--- src/rtl/fetch_unit_if.sv ---
// Fetch-stage bus: instruction-memory handshake, EX redirect, IF/ID producer side.
interface fetch_unit_if;
    logic        imem_read;
    logic [31:0] imem_address;
    logic        imem_resp;
    logic [31:0] imem_rdata;
    logic        ifid_en;
    logic        redirect;
    logic [31:0] redirect_pc;
    logic        fetch_valid;
    logic [31:0] fetch_pc;
    logic [31:0] fetch_pc_plus4;
    logic [31:0] fetch_next_pc;
    logic [31:0] fetch_rdata;
    logic        fetch_predicted_direction;

    // Fetch unit side.
    modport master (
        output imem_read, imem_address,
        input  imem_resp, imem_rdata,
        input  ifid_en, redirect, redirect_pc,
        output fetch_valid, fetch_pc, fetch_pc_plus4, fetch_next_pc,
        output fetch_rdata, fetch_predicted_direction
    );

    // Memory / pipeline side.
    modport slave (
        input  imem_read, imem_address,
        output imem_resp, imem_rdata,
        output ifid_en, redirect, redirect_pc,
        input  fetch_valid, fetch_pc, fetch_pc_plus4, fetch_next_pc,
        input  fetch_rdata, fetch_predicted_direction
    );
endinterface

--- src/rtl/fetch_unit.sv ---
// Instruction-fetch stage: owns the PC, issues word reads, buffers one fetched
// instruction with its static BTFN/JAL prediction, and handles EX redirects,
// including redirects that land while a read is still outstanding.
module fetch_unit #(
    parameter logic [31:0] RESET_PC   = 32'h60,
    parameter bit          PREDICT_EN = 1'b1
) (
    input logic         clk,
    input logic         rst,
    fetch_unit_if.master bus
);

    localparam logic [6:0] OP_BRANCH = 7'b1100011;
    localparam logic [6:0] OP_JAL    = 7'b1101111;

    typedef enum logic [1:0] {
        REQ,
        HELD,
        DROP
    } state_e;

    state_e      state_q;
    logic [31:0] pc_q;
    logic [31:0] pending_pc_q;
    logic [31:0] buf_pc_q;
    logic [31:0] buf_pc_plus4_q;
    logic [31:0] buf_next_pc_q;
    logic [31:0] buf_rdata_q;
    logic        buf_pred_q;

    logic [6:0]  opcode;
    logic [31:0] b_imm;
    logic [31:0] j_imm;
    logic [31:0] pc_plus4;
    logic [31:0] pred_next_d;
    logic        pred_taken_d;

    // Static prediction on the word arriving from memory, relative to pc_q.
    always_comb begin
        opcode       = bus.imem_rdata[6:0];
        b_imm        = {{19{bus.imem_rdata[31]}}, bus.imem_rdata[31], bus.imem_rdata[7],
                        bus.imem_rdata[30:25], bus.imem_rdata[11:8], 1'b0};
        j_imm        = {{11{bus.imem_rdata[31]}}, bus.imem_rdata[31], bus.imem_rdata[19:12],
                        bus.imem_rdata[20], bus.imem_rdata[30:21], 1'b0};
        pc_plus4     = pc_q + 32'd4;
        pred_taken_d = 1'b0;
        pred_next_d  = pc_plus4;
        if (PREDICT_EN) begin
            if (opcode == OP_BRANCH && bus.imem_rdata[31]) begin
                pred_taken_d = 1'b1;
                pred_next_d  = pc_q + b_imm;
            end else if (opcode == OP_JAL) begin
                pred_taken_d = 1'b1;
                pred_next_d  = pc_q + j_imm;
            end
        end
    end

    // pc_q is left untouched in DROP so it doubles as the frozen address of
    // the stale read; the redirect target waits in pending_pc_q.
    assign bus.imem_read    = !rst && (state_q != HELD);
    assign bus.imem_address = pc_q;
    assign bus.fetch_valid  = !rst && (state_q == HELD) && !bus.redirect;

    assign bus.fetch_pc                  = buf_pc_q;
    assign bus.fetch_pc_plus4            = buf_pc_plus4_q;
    assign bus.fetch_next_pc             = buf_next_pc_q;
    assign bus.fetch_rdata               = buf_rdata_q;
    assign bus.fetch_predicted_direction = buf_pred_q;

    // Fetch FSM: request, hold for IF/ID, or drain a read made stale by a redirect.
    always_ff @(posedge clk) begin
        if (rst) begin
            state_q        <= REQ;
            pc_q           <= RESET_PC;
            pending_pc_q   <= RESET_PC;
            buf_pc_q       <= RESET_PC;
            buf_pc_plus4_q <= RESET_PC + 32'd4;
            buf_next_pc_q  <= RESET_PC + 32'd4;
            buf_rdata_q    <= '0;
            buf_pred_q     <= 1'b0;
        end else begin
            case (state_q)
                REQ: begin
                    if (bus.redirect) begin
                        if (bus.imem_resp) begin
                            pc_q <= bus.redirect_pc;
                        end else begin
                            pending_pc_q <= bus.redirect_pc;
                            state_q      <= DROP;
                        end
                    end else if (bus.imem_resp) begin
                        buf_pc_q       <= pc_q;
                        buf_pc_plus4_q <= pc_plus4;
                        buf_next_pc_q  <= pred_next_d;
                        buf_rdata_q    <= bus.imem_rdata;
                        buf_pred_q     <= pred_taken_d;
                        state_q        <= HELD;
                    end
                end
                HELD: begin
                    if (bus.redirect) begin
                        pc_q    <= bus.redirect_pc;
                        state_q <= REQ;
                    end else if (bus.ifid_en) begin
                        pc_q    <= buf_next_pc_q;
                        state_q <= REQ;
                    end
                end
                DROP: begin
                    if (bus.imem_resp) begin
                        pc_q    <= bus.redirect ? bus.redirect_pc : pending_pc_q;
                        state_q <= REQ;
                    end else if (bus.redirect) begin
                        pending_pc_q <= bus.redirect_pc;
                    end
                end
                default: state_q <= REQ;
            endcase
        end
    end

endmodule

--- src/flat_wrapper.sv ---
// flat-port wrapper written by rule: the top's interface ports become plain ports
module fetch_unit_flat 
#(
    parameter logic [31:0] RESET_PC   = 32'h60,
    parameter bit          PREDICT_EN = 1'b1
)
  (clk, rst, bus_imem_read, bus_imem_address, bus_imem_resp, bus_imem_rdata, bus_ifid_en, bus_redirect, bus_redirect_pc, bus_fetch_valid, bus_fetch_pc, bus_fetch_pc_plus4, bus_fetch_next_pc, bus_fetch_rdata, bus_fetch_predicted_direction);
  fetch_unit_if bus_i ();
  input logic clk;
  input logic rst;
  output wire logic [$bits(bus_i.imem_read)-1:0] bus_imem_read;
  output wire logic [$bits(bus_i.imem_address)-1:0] bus_imem_address;
  input wire logic [$bits(bus_i.imem_resp)-1:0] bus_imem_resp;
  input wire logic [$bits(bus_i.imem_rdata)-1:0] bus_imem_rdata;
  input wire logic [$bits(bus_i.ifid_en)-1:0] bus_ifid_en;
  input wire logic [$bits(bus_i.redirect)-1:0] bus_redirect;
  input wire logic [$bits(bus_i.redirect_pc)-1:0] bus_redirect_pc;
  output wire logic [$bits(bus_i.fetch_valid)-1:0] bus_fetch_valid;
  output wire logic [$bits(bus_i.fetch_pc)-1:0] bus_fetch_pc;
  output wire logic [$bits(bus_i.fetch_pc_plus4)-1:0] bus_fetch_pc_plus4;
  output wire logic [$bits(bus_i.fetch_next_pc)-1:0] bus_fetch_next_pc;
  output wire logic [$bits(bus_i.fetch_rdata)-1:0] bus_fetch_rdata;
  output wire logic [$bits(bus_i.fetch_predicted_direction)-1:0] bus_fetch_predicted_direction;
  assign bus_imem_read = bus_i.imem_read;
  assign bus_imem_address = bus_i.imem_address;
  assign bus_i.imem_resp = bus_imem_resp;
  assign bus_i.imem_rdata = bus_imem_rdata;
  assign bus_i.ifid_en = bus_ifid_en;
  assign bus_i.redirect = bus_redirect;
  assign bus_i.redirect_pc = bus_redirect_pc;
  assign bus_fetch_valid = bus_i.fetch_valid;
  assign bus_fetch_pc = bus_i.fetch_pc;
  assign bus_fetch_pc_plus4 = bus_i.fetch_pc_plus4;
  assign bus_fetch_next_pc = bus_i.fetch_next_pc;
  assign bus_fetch_rdata = bus_i.fetch_rdata;
  assign bus_fetch_predicted_direction = bus_i.fetch_predicted_direction;
  fetch_unit #(.RESET_PC(RESET_PC), .PREDICT_EN(PREDICT_EN)) u_core (.clk(clk), .rst(rst), .bus(bus_i));
endmodule
--- config.mk ---
export PLATFORM = sky130hd
export DESIGN_NAME = fetch_unit_flat
export DESIGN_NICKNAME = d
export VERILOG_FILES = /design/src/rtl/fetch_unit_if.sv /design/src/rtl/fetch_unit.sv /design/src/flat_wrapper.sv
export SDC_FILE = /design/constraint.sdc
export NUM_CORES = 1
export LEC_CHECK = 0
export BUFFER_PORTS_ARGS = -buffer_cell sky130_fd_sc_hd__buf_2
export CAP_MARGIN = 20
export CORE_ASPECT_RATIO = 1.75
export CORE_UTILIZATION = 56
export DETAILED_ROUTE_END_ITERATION = 10
export HOLD_SLACK_MARGIN = 0.1
export PLACE_DENSITY = 0.93
export RECOVER_POWER = 100
export SETUP_SLACK_MARGIN = 0.1
export SYNTH_ARGS = -nofsm -noshare
export SYNTH_HDL_FRONTEND = slang
export SYNTH_SLANG_ARGS = --single-unit
--- constraint.sdc ---
create_clock -name clk -period 3.9 [get_ports clk]
set_input_delay 0.195 -clock clk [delete_from_list [all_inputs] [get_ports clk]]
set_output_delay 0.195 -clock clk [all_outputs]
set_load 0.02 [all_outputs]
-- Word level (Yosys, flattened, before mapping)
Index checks and enable logic that the tools add are counted.
- output and inout port bits: 163
- logic and storage cells: 60
- register bits: 195
- bitwise gates (word level): 1
- muxes and demuxes: 22
- add/sub/neg operators: 3
- reductions and logical operators: 13
- equal/unequal tests: 13
- operator list (cell ; number):
    $mux 32 ; 11
    $pmux 32 s3 ; 1
    $add 32x32->32 ; 2
    $pmux 32 s2 ; 1
    $add 32x3->32 const B ; 1
    $eq 7x7->1 const B ; 2
    $mux 2 ; 6
    $ne 2x2->1 const B ; 5
    $ne 3x3->1 const B ; 3
    $reduce_and 4->1 ; 2
    $pmux 2 s3 ; 1
    $reduce_and 5->1 ; 1
    $logic_and 1x1->1 ; 4
    $reduce_and 3->1 ; 1
    $reduce_bool 3->1 ; 1
    $eq 2x1->1 const B ; 1
    $eq 2x2->1 const B ; 1
    $logic_not 1->1 ; 2
    $logic_not 2->1 ; 1
    $mux 1 ; 2
    $ne 2x1->1 const B ; 1
    $reduce_bool 2->1 ; 1
    $not 1->1 ; 1

-- Longest topological paths before layout
Gate-level depths: netlist of run 1.
- word-level depth: 3
- gate-level depth with buffers: 12
- gate-level depth less buffers: 12

-- Worst setup path before layout of run 1
Ideal clock, no wire load.
- path type: register to register
- start: register u_core.pc_q[2], in the netlist u_core.bus.imem_address[2]
- end: register u_core.buf_next_pc_q[27], in the netlist u_core.bus.fetch_next_pc[27]
- cell stages (with the launch flop): 12
- clock period less this slack: 3277 ps
- setup slack: 623 ps
- setup time: 117 ps
- arrival time: 3160 ps
- data required time: 3783 ps
- cells stage by stage: dfxtp_1 > inv_1 > fa_1 > nand2b_1 > a21oi_1 > nor3b_1 > o41a_1 > a21oi_2 > a221oi_2 > mux2_4 > a31o_1 > a22o_1
- cells in the longest elaborated chain, start to end: 3
- RTL lines (element ; RTL line ; RTL):
    start, declared ; fetch_unit.sv:23 ; logic [31:0] pc_q;
    start signal, assigned ; fetch_unit.sv:87 ; pc_q <= bus.redirect_pc;
    start signal, assigned ; fetch_unit.sv:103 ; pc_q <= bus.redirect_pc;
    start signal, assigned ; fetch_unit.sv:106 ; pc_q <= buf_next_pc_q;
    $add 32x3->32 / $add 32x32->32 (equally long branches) ; fetch_unit.sv:45, fetch_unit.sv:54 ;
    $mux 32 ; fetch_unit.sv:52 ; end else if (opcode == OP_JAL) begin
    $mux 32 (*) ; fetch_unit.sv:49 ; if (opcode == OP_BRANCH && bus.imem_rdata[31]) begin
    end signal, assigned ; fetch_unit.sv:79 ; buf_next_pc_q <= RESET_PC + 32'd4;
    end signal, assigned ; fetch_unit.sv:95 ; buf_next_pc_q <= pred_next_d;
    end, declared ; fetch_unit.sv:27 ; logic [31:0] buf_next_pc_q;
Every way passes the cells marked *; elsewhere a longest branch is shown, timed or not.
A chain may end at the register's enable or synchronous reset.

-- Final worst setup path of run 1
- start: input bus_imem_rdata[27]
- end: register u_core.buf_next_pc_q[20], in the netlist u_core.bus.fetch_next_pc[20]
- cells in the longest elaborated chain, start to end: 3
- RTL lines (element ; RTL line ; RTL):
    start, declared ; flat_wrapper.sv:14 ; input wire logic [$bits(bus_i.imem_rdata)-1:0] bus_imem_rdata;
    $add 32x32->32 ; fetch_unit.sv:54 ; pred_next_d = pc_q + j_imm;
    $mux 32 ; fetch_unit.sv:52 ;
    $mux 32 (*) ; fetch_unit.sv:49 ;
Marks and branches as above.

==> flow_summary.html, run 1 <==
<table>
<tr><th>Metric</th><th>Value</th></tr>
<tr><th colspan="2">Global routing</th></tr>
<tr><td>Wire length of the first global-routing pass</td><td>about 65 mm</td></tr>
<tr><td>Antenna violations before repair</td><td>1</td></tr>
<tr><td>Number of global-route vias before repair</td><td>around 12000</td></tr>
<tr><td>GRT Util Overall</td><td>0.409</td></tr>
<tr><td>Global route overflow</td><td>0</td></tr>
<tr><td>Maximum number of pins on one net before global-route repair</td><td>between 80 and 90</td></tr>
<tr><th colspan="2">Timing</th></tr>
<tr><td>Skew final</td><td>between 10 and 15 ps</td></tr>
<tr><td>Final Cycle Share</td><td>0.897</td></tr>
<tr><td>Setup TNS</td><td>0 ps</td></tr>
<tr><td>RSZ-0062 raised after global routing</td><td>no</td></tr>
<tr><td>Worst-margin pin slew</td><td>a little over 2000 ps</td></tr>
<tr><td>Setup-failing EPs final</td><td>0</td></tr>
<tr><td>Slew Limit Headroom</td><td>-0.365</td></tr>
<tr><td>Highest achievable clock rate</td><td>286 MHz</td></tr>
<tr><td>Number of hold violations in the final report</td><td>0</td></tr>
<tr><td>Max Transition Viols Final</td><td>69</td></tr>
<tr><td>Min Clock Period, post-route</td><td>3500 ps</td></tr>
<tr><th colspan="2">Critical path</th></tr>
<tr><td>Critical path data arrival time</td><td>3840 ps</td></tr>
<tr><td>Crit end category</td><td>register</td></tr>
<tr><td>Biggest fanout along the worst timing path</td><td>8</td></tr>
<tr><td>Critical path required time</td><td>4240 ps</td></tr>
<tr><td>Worst setup SP type</td><td>input port</td></tr>
<tr><td>Kind of critical path</td><td>input port to register</td></tr>
<tr><td>Setup slack, reg-to-reg</td><td>410 ps</td></tr>
<tr><th colspan="2">Pwr</th></tr>
<tr><td>Share of total power in combinational logic</td><td>0.324</td></tr>
<tr><td>Static Leakage</td><td>0.00519 uW</td></tr>
<tr><td>PD cells</td><td>437 nW/um2</td></tr>
<tr><td>Worst vdd rail ir drop</td><td>between 0.3 and 0.4 mV</td></tr>
<tr><td>Fraction of power spent switching nets</td><td>0.386</td></tr>
<tr><td>Share of total power in the clock network</td><td>0.285</td></tr>
<tr><td>Overall Power</td><td>5900 uW</td></tr>
<tr><td>Power dissipated by switching net loads</td><td>2280 uW</td></tr>
<tr><td>Internal portion of total power</td><td>3620 uW</td></tr>
<tr><td>Reg power frac</td><td>0.391</td></tr>
<tr><th colspan="2">Routing</th></tr>
<tr><td>Drt first-iter violations</td><td>1416</td></tr>
<tr><td>Total wire length</td><td>42.5 mm</td></tr>
<tr><td>Number of vias per cell</td><td>6.51</td></tr>
<tr><td>Iteration count of the initial detailed-routing pass</td><td>6</td></tr>
<tr><td>Via total after detailed routing</td><td>about 13000</td></tr>
<tr><td># DRC</td><td>0</td></tr>
<tr><td>Average wire per cell in the routed design</td><td>~22 um</td></tr>
<tr><td>Antenna viol nets, final</td><td>0</td></tr>
<tr><th colspan="2">Floorplan</th></tr>
<tr><td>Die outline width</td><td>109 um</td></tr>
<tr><td>IO Count</td><td>232</td></tr>
<tr><td>Initial core utilization</td><td>0.574</td></tr>
<tr><td>Number of core rows</td><td>68</td></tr>
<tr><td>Core Area</td><td>19700 um2</td></tr>
<tr><td>Total Die Area</td><td>20800 um2</td></tr>
<tr><td>Die extent in y</td><td>190 um</td></tr>
<tr><th colspan="2">Logic synthesis</th></tr>
<tr><td>Post-synthesis sequential element count</td><td>192</td></tr>
<tr><td>Distinct cell type count after synthesis</td><td>70</td></tr>
<tr><td>Fraction of registers with async set or reset after synthesis</td><td>0</td></tr>
<tr><td>Average cell area after synthesis</td><td>~7.6 um2</td></tr>
<tr><td>Syn Inst Count</td><td>1486</td></tr>
<tr><td>Synth warnings</td><td>0</td></tr>
<tr><td>Number of enable flip-flop cells after synthesis</td><td>0</td></tr>
<tr><td>Primary flip-flop cell chosen by synthesis mapping</td><td>sky130_fd_sc_hd__dfxtp_1</td></tr>
<tr><td>Number of nets produced by synthesis</td><td>approximately 1600</td></tr>
<tr><td>Combined area of all synthesized cells</td><td>about 11000 um2</td></tr>
<tr><td>Fraction of the yosys area taken by sequential cells</td><td>0.339</td></tr>
<tr><th colspan="2">Final layout</th></tr>
<tr><td>Post-synthesis to final-layout area growth</td><td>19.4%</td></tr>
<tr><td>Most frequent cells in the layout</td><td>sky130_fd_sc_hd__nand2_1 (290), sky130_fd_sc_hd__dfxtp_1 (192), sky130_fd_sc_hd__clkbuf_1 (167)</td></tr>
<tr><td>Most common cell after layout, fill and taps aside</td><td>sky130_fd_sc_hd__nand2_1</td></tr>
<tr><td>Antenna diode count</td><td>0</td></tr>
<tr><td>Fraction of layout instances using a drive strength above 1</td><td>0.0841</td></tr>
<tr><td>Net count reported at finish</td><td>1832</td></tr>
<tr><th colspan="2">Place</th></tr>
<tr><td>Hpwl dp</td><td>slightly below 30 mm</td></tr>
<tr><td>Total of buffers placed on input and output ports</td><td>231</td></tr>
<tr><td>Final weighted congestion in routability-driven placement</td><td>1.05</td></tr>
<tr><th colspan="2">Job</th></tr>
<tr><td># Max-Cap Violations</td><td>2</td></tr>
<tr><th colspan="2">CTS</th></tr>
<tr><td>CTS tree</td><td>built</td></tr>
<tr><td>Num CTS Buffers</td><td>17</td></tr>
<tr><td>Root Buffer Master</td><td>sky130_fd_sc_hd__clkbuf_16</td></tr>
<tr><td>Clk pin slew, worst setup/hold paths</td><td>~70 ps</td></tr>
<tr><td>Worst-case clock buffer depth</td><td>2</td></tr>
<tr><td>Htree depth</td><td>4</td></tr>
<tr><td>Skew-Pair Late Insertion Delay</td><td>450 ps</td></tr>
<tr><td>Number of clock sinks seen by CTS</td><td>192</td></tr>
<tr><th colspan="2">Run status</th></tr>
<tr><td>Violated checks</td><td>capacitance limit, slew limit</td></tr>
<tr><td>Status</td><td>complete, but fails checks</td></tr>
<tr><th colspan="2">Hold path</th></tr>
<tr><td>Hold Path Class</td><td>input port to register</td></tr>
</table>
==> cell type report <==
cell class / count / area, um2
Clock buffer: 19 / 433
Clock inverter: 12 / 105
Fill cell: 1712 / 6220
Inverter: 24 / 90.1
Multi-Input combinational cell: 1153 / 6930
Sequential cell: 192 / 3840
Tap cell: 245 / 307
Timing Repair Buffer: 325 / 1810
==> synthesized netlist by cell type (all sizes together) (4+ instances only) <==
cell type	count	area (um2)
o21bai	5	37.5
a22oi	7	52.6
and2	4	25.0
a211oi	71	538
nand3	27	135
nand2	290	1090
a221oi	8	82.6
nand4	15	93.8
xnor2	33	289
and3	11	68.8
xor2	24	210
buf	12	73.8
nand2b	13	81.3
o21a	8	60.1
mux2i	5	50.1
clkbuf	105	394
nor3	21	105
o211ai	10	75.1
dfxtp	192	3840
and4	4	35.0
a21oi	152	764
nor4	4	25.0
ha	48	601
o21ai	58	290
or3	8	55.1
o22ai	7	43.8
a31oi	7	43.8
or2	5	31.3
a222oi	30	300
a22o	64	561
inv	24	90.1
nor3b	4	35.0
nor2	142	533
a311oi	5	43.8
a21o	23	173
nor2b	4	25.0
mux2	5	60.1
==> final timing paths <==
kind                            cells past startpoint                               startpoint                                        end
worst min register to register                      2      u_core.bus.fetch_pc[9]$_SDFFE_PP0P_        u_core.bus.fetch_pc[9]$_SDFFE_PP0P_
worst min-delay path                                4                            bus_imem_resp             u_core.state_q[1]$_SDFFE_PP0P_
worst max register to register                     12  u_core.bus.imem_address[1]$_SDFFE_PP0P_  u_core.bus.fetch_next_pc[25]$_SDFFE_PP0P_
worst max-delay path                               12                       bus_imem_rdata[27]  u_core.bus.fetch_next_pc[20]$_SDFFE_PP0P_
==> flip-flops by register name, summed over array words and instances (netlist names) <==
name	cells
u_core.bus.fetch_pc	32
u_core.bus.fetch_rdata	32
u_core.bus.imem_address	32
u_core.pending_pc_q	32
u_core.bus.fetch_next_pc	31
u_core.bus.fetch_pc_plus4	30
u_core.state_q	2
u_core.bus.fetch_predicted_direction	1
==> per-stage QoR <==
step / setup slack [ps] / hold slack [ps] / util / std cells / instance area (um2)
floorplan: 623 / 319 / - / 1486 / 11300
global placement: 566 / 435 / 0.638 / 1876 / 12600
detailed placement: 387 / 443 / 0.638 / 1876 / 12600
CTS: 333 / 148 / 0.698 / 1970 / 13800
global route: 119 / 182 / 0.685 / 1970 / 13500
finish: 401 / 153 / 0.685 / 1970 / 13500
==> timing repair <==
| action | 4_1_cts | 5_1_grt |
|---|---|---|
| hold buffers | 63 | 0 |
| endpoints found under the setup margin | 0 | 2 |
| endpoints found under the hold margin | 63 | 0 |
| resized for setup | 0 | 1 |
| setup buffers | 0 | 0 |
==> worst max-delay path, stage by stage <==
cell                            delay (ps)
sky130_fd_sc_hd__dlygate4sd3_1         560
sky130_fd_sc_hd__clkbuf_1              150
sky130_fd_sc_hd__ha_1                  440
sky130_fd_sc_hd__nand4_1               220
sky130_fd_sc_hd__nor2_1                310
sky130_fd_sc_hd__a211oi_1              210
sky130_fd_sc_hd__nor3b_1               440
sky130_fd_sc_hd__a21oi_1               180
sky130_fd_sc_hd__or2_0                 370
sky130_fd_sc_hd__a22o_1                270
sky130_fd_sc_hd__mux2_2                260
sky130_fd_sc_hd__o221a_2               240
==> kinds of logic (layout without fill, tap and decap cells) <==
logic type	count (synthesis)	count (layout)	share of synthesized area
AO/OA/AOI/OAI	481	481	0.292
XOR/XNOR	57	57	0.0441
adder cells (fa/ha/maj)	50	50	0.0566
buffers and inverters	141	380	0.0493
flip-flops	192	192	0.339
multiplexers	10	10	0.00972
AND/OR/NAND/NOR	555	555	0.209
==> power groups by stage <==
stage / clock network, uW / registers [uW] / logic (uW)
floorplan: 0 / 2420 / 1150
global placement: 0 / 2330 / 1820
detailed placement: 0 / 2340 / 1840
CTS: 1680 / 2290 / 1900
global route: 1760 / 2320 / 2070
finish: 1680 / 2310 / 1910
==> layer usage <==
metal	up-vias	GRT usage	part of all wire
met5	-	0	0.00024
met4	2	0.316	0.083
met3	229	0.0918	0.086
met2	774	0.678	0.48
met1	6001	0.441	0.35
li1	5827	-	-
No activity file was read; power rests on OpenSTA's default activity.
==> run 2: changes to the inputs <==
Settings changed: CORE_UTILIZATION 56 to 49, PLACE_DENSITY 0.93 to 0.85.
==> flow_summary.html, run 2 (same netlist as run 1, synthesis figures left out) <==
<table>
<tr><th>Metric</th><th>Value</th></tr>
<tr><th colspan="2">Run status</th></tr>
<tr><td>Status</td><td>complete, but fails checks</td></tr>
<tr><td>Violated checks</td><td>capacitance limit, slew limit</td></tr>
<tr><th colspan="2">CTS</th></tr>
<tr><td>Clk pin slew, worst setup/hold paths</td><td>around 70 ps</td></tr>
<tr><td>Post-CTS setup repair buffer count</td><td>0</td></tr>
<tr><td>Number of clock sinks seen by CTS</td><td>about 190</td></tr>
<tr><td>Skew-Pair Late Insertion Delay</td><td>460 ps</td></tr>
<tr><td>Num CTS Buffers</td><td>17</td></tr>
<tr><td>Root Buffer Master</td><td>sky130_fd_sc_hd__clkbuf_16</td></tr>
<tr><td>Htree depth</td><td>4</td></tr>
<tr><td>CTS tree</td><td>built</td></tr>
<tr><td>Worst-case clock buffer depth</td><td>2</td></tr>
<tr><th colspan="2">Place</th></tr>
<tr><td>Final weighted congestion in routability-driven placement</td><td>1.00</td></tr>
<tr><td>Hpwl dp</td><td>about 30 mm</td></tr>
<tr><td>Total of buffers placed on input and output ports</td><td>around 230</td></tr>
<tr><td>DP Cell Count</td><td>1943</td></tr>
<tr><th colspan="2">Critical path</th></tr>
<tr><td>Setup slack, reg-to-reg</td><td>~300 ps</td></tr>
<tr><td>Biggest fanout along the worst timing path</td><td>8</td></tr>
<tr><td>Kind of critical path</td><td>register to register</td></tr>
<tr><td>Critical path required time</td><td>4310 ps</td></tr>
<tr><td>RR Endpoint</td><td>u_core.bus.fetch_next_pc[25]$_SDFFE_PP0P_</td></tr>
<tr><td>Critical path data arrival time</td><td>4010 ps</td></tr>
<tr><td>Worst setup SP type</td><td>register</td></tr>
<tr><td>Startpoint of the most critical register-to-register path</td><td>u_core.bus.imem_address[7]$_SDFFE_PP0P_</td></tr>
<tr><td>FF-to-FF path depth</td><td>10</td></tr>
<tr><td>Crit end category</td><td>register</td></tr>
<tr><th colspan="2">Final layout</th></tr>
<tr><td>Final cell count without fillers</td><td>2040</td></tr>
<tr><td>Antenna diode count</td><td>0</td></tr>
<tr><td>Multi-input combinational cell area</td><td>around 6900 um2</td></tr>
<tr><td>Fill cell total of the finished layout</td><td>2121</td></tr>
<tr><td>Fraction of layout instances using a drive strength above 1</td><td>0.0908</td></tr>
<tr><td>Net count reported at finish</td><td>1846</td></tr>
<tr><td>Post-synthesis to final-layout area growth</td><td>21.5%</td></tr>
<tr><td>Register area</td><td>about 3800 um2</td></tr>
<tr><td>Most frequent cells in the layout</td><td>sky130_fd_sc_hd__nand2_1 (290), sky130_fd_sc_hd__dfxtp_1 (192), sky130_fd_sc_hd__clkbuf_1 (169)</td></tr>
<tr><td>Most common cell after layout, fill and taps aside</td><td>sky130_fd_sc_hd__nand2_1</td></tr>
<tr><th colspan="2">Timing</th></tr>
<tr><td>RSZ-0062 raised after global routing</td><td>no</td></tr>
<tr><td>Worst-margin pin slew</td><td>roughly 2000 ps</td></tr>
<tr><td>Max Transition Viols Final</td><td>roughly 250</td></tr>
<tr><td>Setup-failing EPs final</td><td>0</td></tr>
<tr><td>Slew Limit Headroom</td><td>-0.359</td></tr>
<tr><td>Number of hold violations in the final report</td><td>0</td></tr>
<tr><td>Final Cycle Share</td><td>0.924</td></tr>
<tr><td>Setup TNS</td><td>0 ps</td></tr>
<tr><td>Min Clock Period, post-route</td><td>3600 ps</td></tr>
<tr><td>Skew final</td><td>around 10 ps</td></tr>
<tr><td>Highest achievable clock rate</td><td>277 MHz</td></tr>
<tr><th colspan="2">Routing</th></tr>
<tr><td>Via total after detailed routing</td><td>12600</td></tr>
<tr><td># DRC</td><td>0</td></tr>
<tr><td>Antenna viol nets, final</td><td>0</td></tr>
<tr><td>Total wire length</td><td>approximately 42 mm</td></tr>
<tr><td>Iteration count of the initial detailed-routing pass</td><td>7</td></tr>
<tr><td>Number of vias per cell</td><td>between 6 and 7</td></tr>
<tr><td>Average wire per cell in the routed design</td><td>20.8 um</td></tr>
<tr><td>Drt first-iter violations</td><td>~1100</td></tr>
<tr><th colspan="2">Global routing</th></tr>
<tr><td>Antenna violations before repair</td><td>0</td></tr>
<tr><td>Maximum number of pins on one net before global-route repair</td><td>96</td></tr>
<tr><td>GRT Util Overall</td><td>0.354</td></tr>
<tr><td>Global route overflow</td><td>0</td></tr>
<tr><td>Number of global-route vias before repair</td><td>11800</td></tr>
<tr><td>Wire length of the first global-routing pass</td><td>between 60 and 70 mm</td></tr>
<tr><th colspan="2">Floorplan</th></tr>
<tr><td>Number of core rows</td><td>73</td></tr>
<tr><td>Core Area</td><td>22700 um2</td></tr>
<tr><td>Die outline width</td><td>117 um</td></tr>
<tr><td>Initial core utilization</td><td>0.500</td></tr>
<tr><td>Die extent in y</td><td>approximately 200 um</td></tr>
<tr><td>IO Count</td><td>between 200 and 250</td></tr>
<tr><td>Total Die Area</td><td>between 20000 and 25000 um2</td></tr>
<tr><th colspan="2">Hold path</th></tr>
<tr><td>Destination of the worst hold path</td><td>u_core.state_q[1]$_SDFFE_PP0P_</td></tr>
<tr><td>Depth of the worst hold-timing path</td><td>4</td></tr>
<tr><td>Hold path start</td><td>bus_ifid_en</td></tr>
<tr><td>Hold Path Class</td><td>input port to register</td></tr>
<tr><th colspan="2">Job</th></tr>
<tr><td># Max-Cap Violations</td><td>4</td></tr>
<tr><th colspan="2">Pwr</th></tr>
<tr><td>Worst vdd rail ir drop</td><td>0.337 mV</td></tr>
<tr><td>Static Leakage</td><td>0.00528 uW</td></tr>
<tr><td>PD cells</td><td>approximately 440 nW/um2</td></tr>
</table>
==> run 2: cell types whose count changed in the layout (fill, tap and decap cells not counted), sizes merged <==
| cell | change |
|---|---|
| dlygate4sd3 | +2 |
| bufinv | +2 |
| clkinv | +2 |
| inv | -3 |
| clkbuf | +5 |
| clkinvlp | -1 |
| buf | +8 |
==> run 2: layout make-up <==
type / count / share of cell area
clock buffers: 20 / 0.0332
clock inverters: 12 / 0.00964
inverters: 24 / 0.00655
multi-input cells: 1153 / 0.505
flip-flops and latches: 192 / 0.279
well taps: 300 / 0.0273
repair buffers: 339 / 0.139
==> run 2: critical path, cell delays in order, from the launching register on <==
cell and delay (ps):
sky130_fd_sc_hd__dfxtp_1 460, sky130_fd_sc_hd__ha_1 370, sky130_fd_sc_hd__a211oi_1 320, sky130_fd_sc_hd__nor3_1 120, sky130_fd_sc_hd__o41ai_1 800, sky130_fd_sc_hd__o21ai_1 230, sky130_fd_sc_hd__a31oi_1 440, sky130_fd_sc_hd__nor2_1 80
sky130_fd_sc_hd__mux2_2 280, sky130_fd_sc_hd__a221oi_1 250, sky130_fd_sc_hd__a32o_1 200
==> run 2: metrics by stage <==
step	instance area, um2	power [uW]	util	setup slack, ps	hold WS, ps
final	13800	6020	0.607	296	136
after global routing	13800	6260	0.607	97.8	177
after CTS	14000	6030	0.620	307	130
after detailed placement	12800	4210	0.565	360	443
after global placement	12800	4180	0.565	444	438
after floorplan	11300	3570	-	623	319
==> run 2: repair_timing <==
action,CTS,global route
endpoints found under the hold margin,68,0
hold buffers,65,0
endpoints found under the setup margin,0,1
gates resized for setup,0,2
==> run 2: routing by layer <==
metal	global-route usage	vias up	wire, um
met5	0	-	0
met3	0.0633	183	3220
li1	-	5844	-
met4	0.248	0	2960
met1	0.390	5867	15600
met2	0.601	726	20600
==> run 2: how the worst max path moves through the flow <==
| stage | cells after the start | slack (ps) | endpoint | startpoint |
|---|---|---|---|---|
| floorplan | 11 | 620 | u_core.bus.fetch_next_pc[27]$_SDFFE_PP0P_ | u_core.bus.imem_address[2]$_SDFFE_PP0P_ |
| global placement | 10 | 440 | u_core.bus.fetch_next_pc[29]$_SDFFE_PP0P_ | u_core.bus.imem_address[7]$_SDFFE_PP0P_ |
| detailed placement | 12 | 360 | u_core.bus.fetch_next_pc[25]$_SDFFE_PP0P_ | u_core.bus.imem_address[1]$_SDFFE_PP0P_ |
| CTS | 12 | 310 | u_core.bus.fetch_next_pc[25]$_SDFFE_PP0P_ | u_core.bus.imem_address[1]$_SDFFE_PP0P_ |
| global route | 10 | 100 | u_core.bus.fetch_next_pc[25]$_SDFFE_PP0P_ | u_core.bus.imem_address[7]$_SDFFE_PP0P_ |
| finish | 10 | 300 | u_core.bus.fetch_next_pc[25]$_SDFFE_PP0P_ | u_core.bus.imem_address[7]$_SDFFE_PP0P_ |
==> run 2: power by group <==
part	switching, uW	total, uW	internal (uW)
Combinational	1230	1930	700
Sequential	196	2300	2110
Clock	807	1790	981
Total	2230	6020	3790
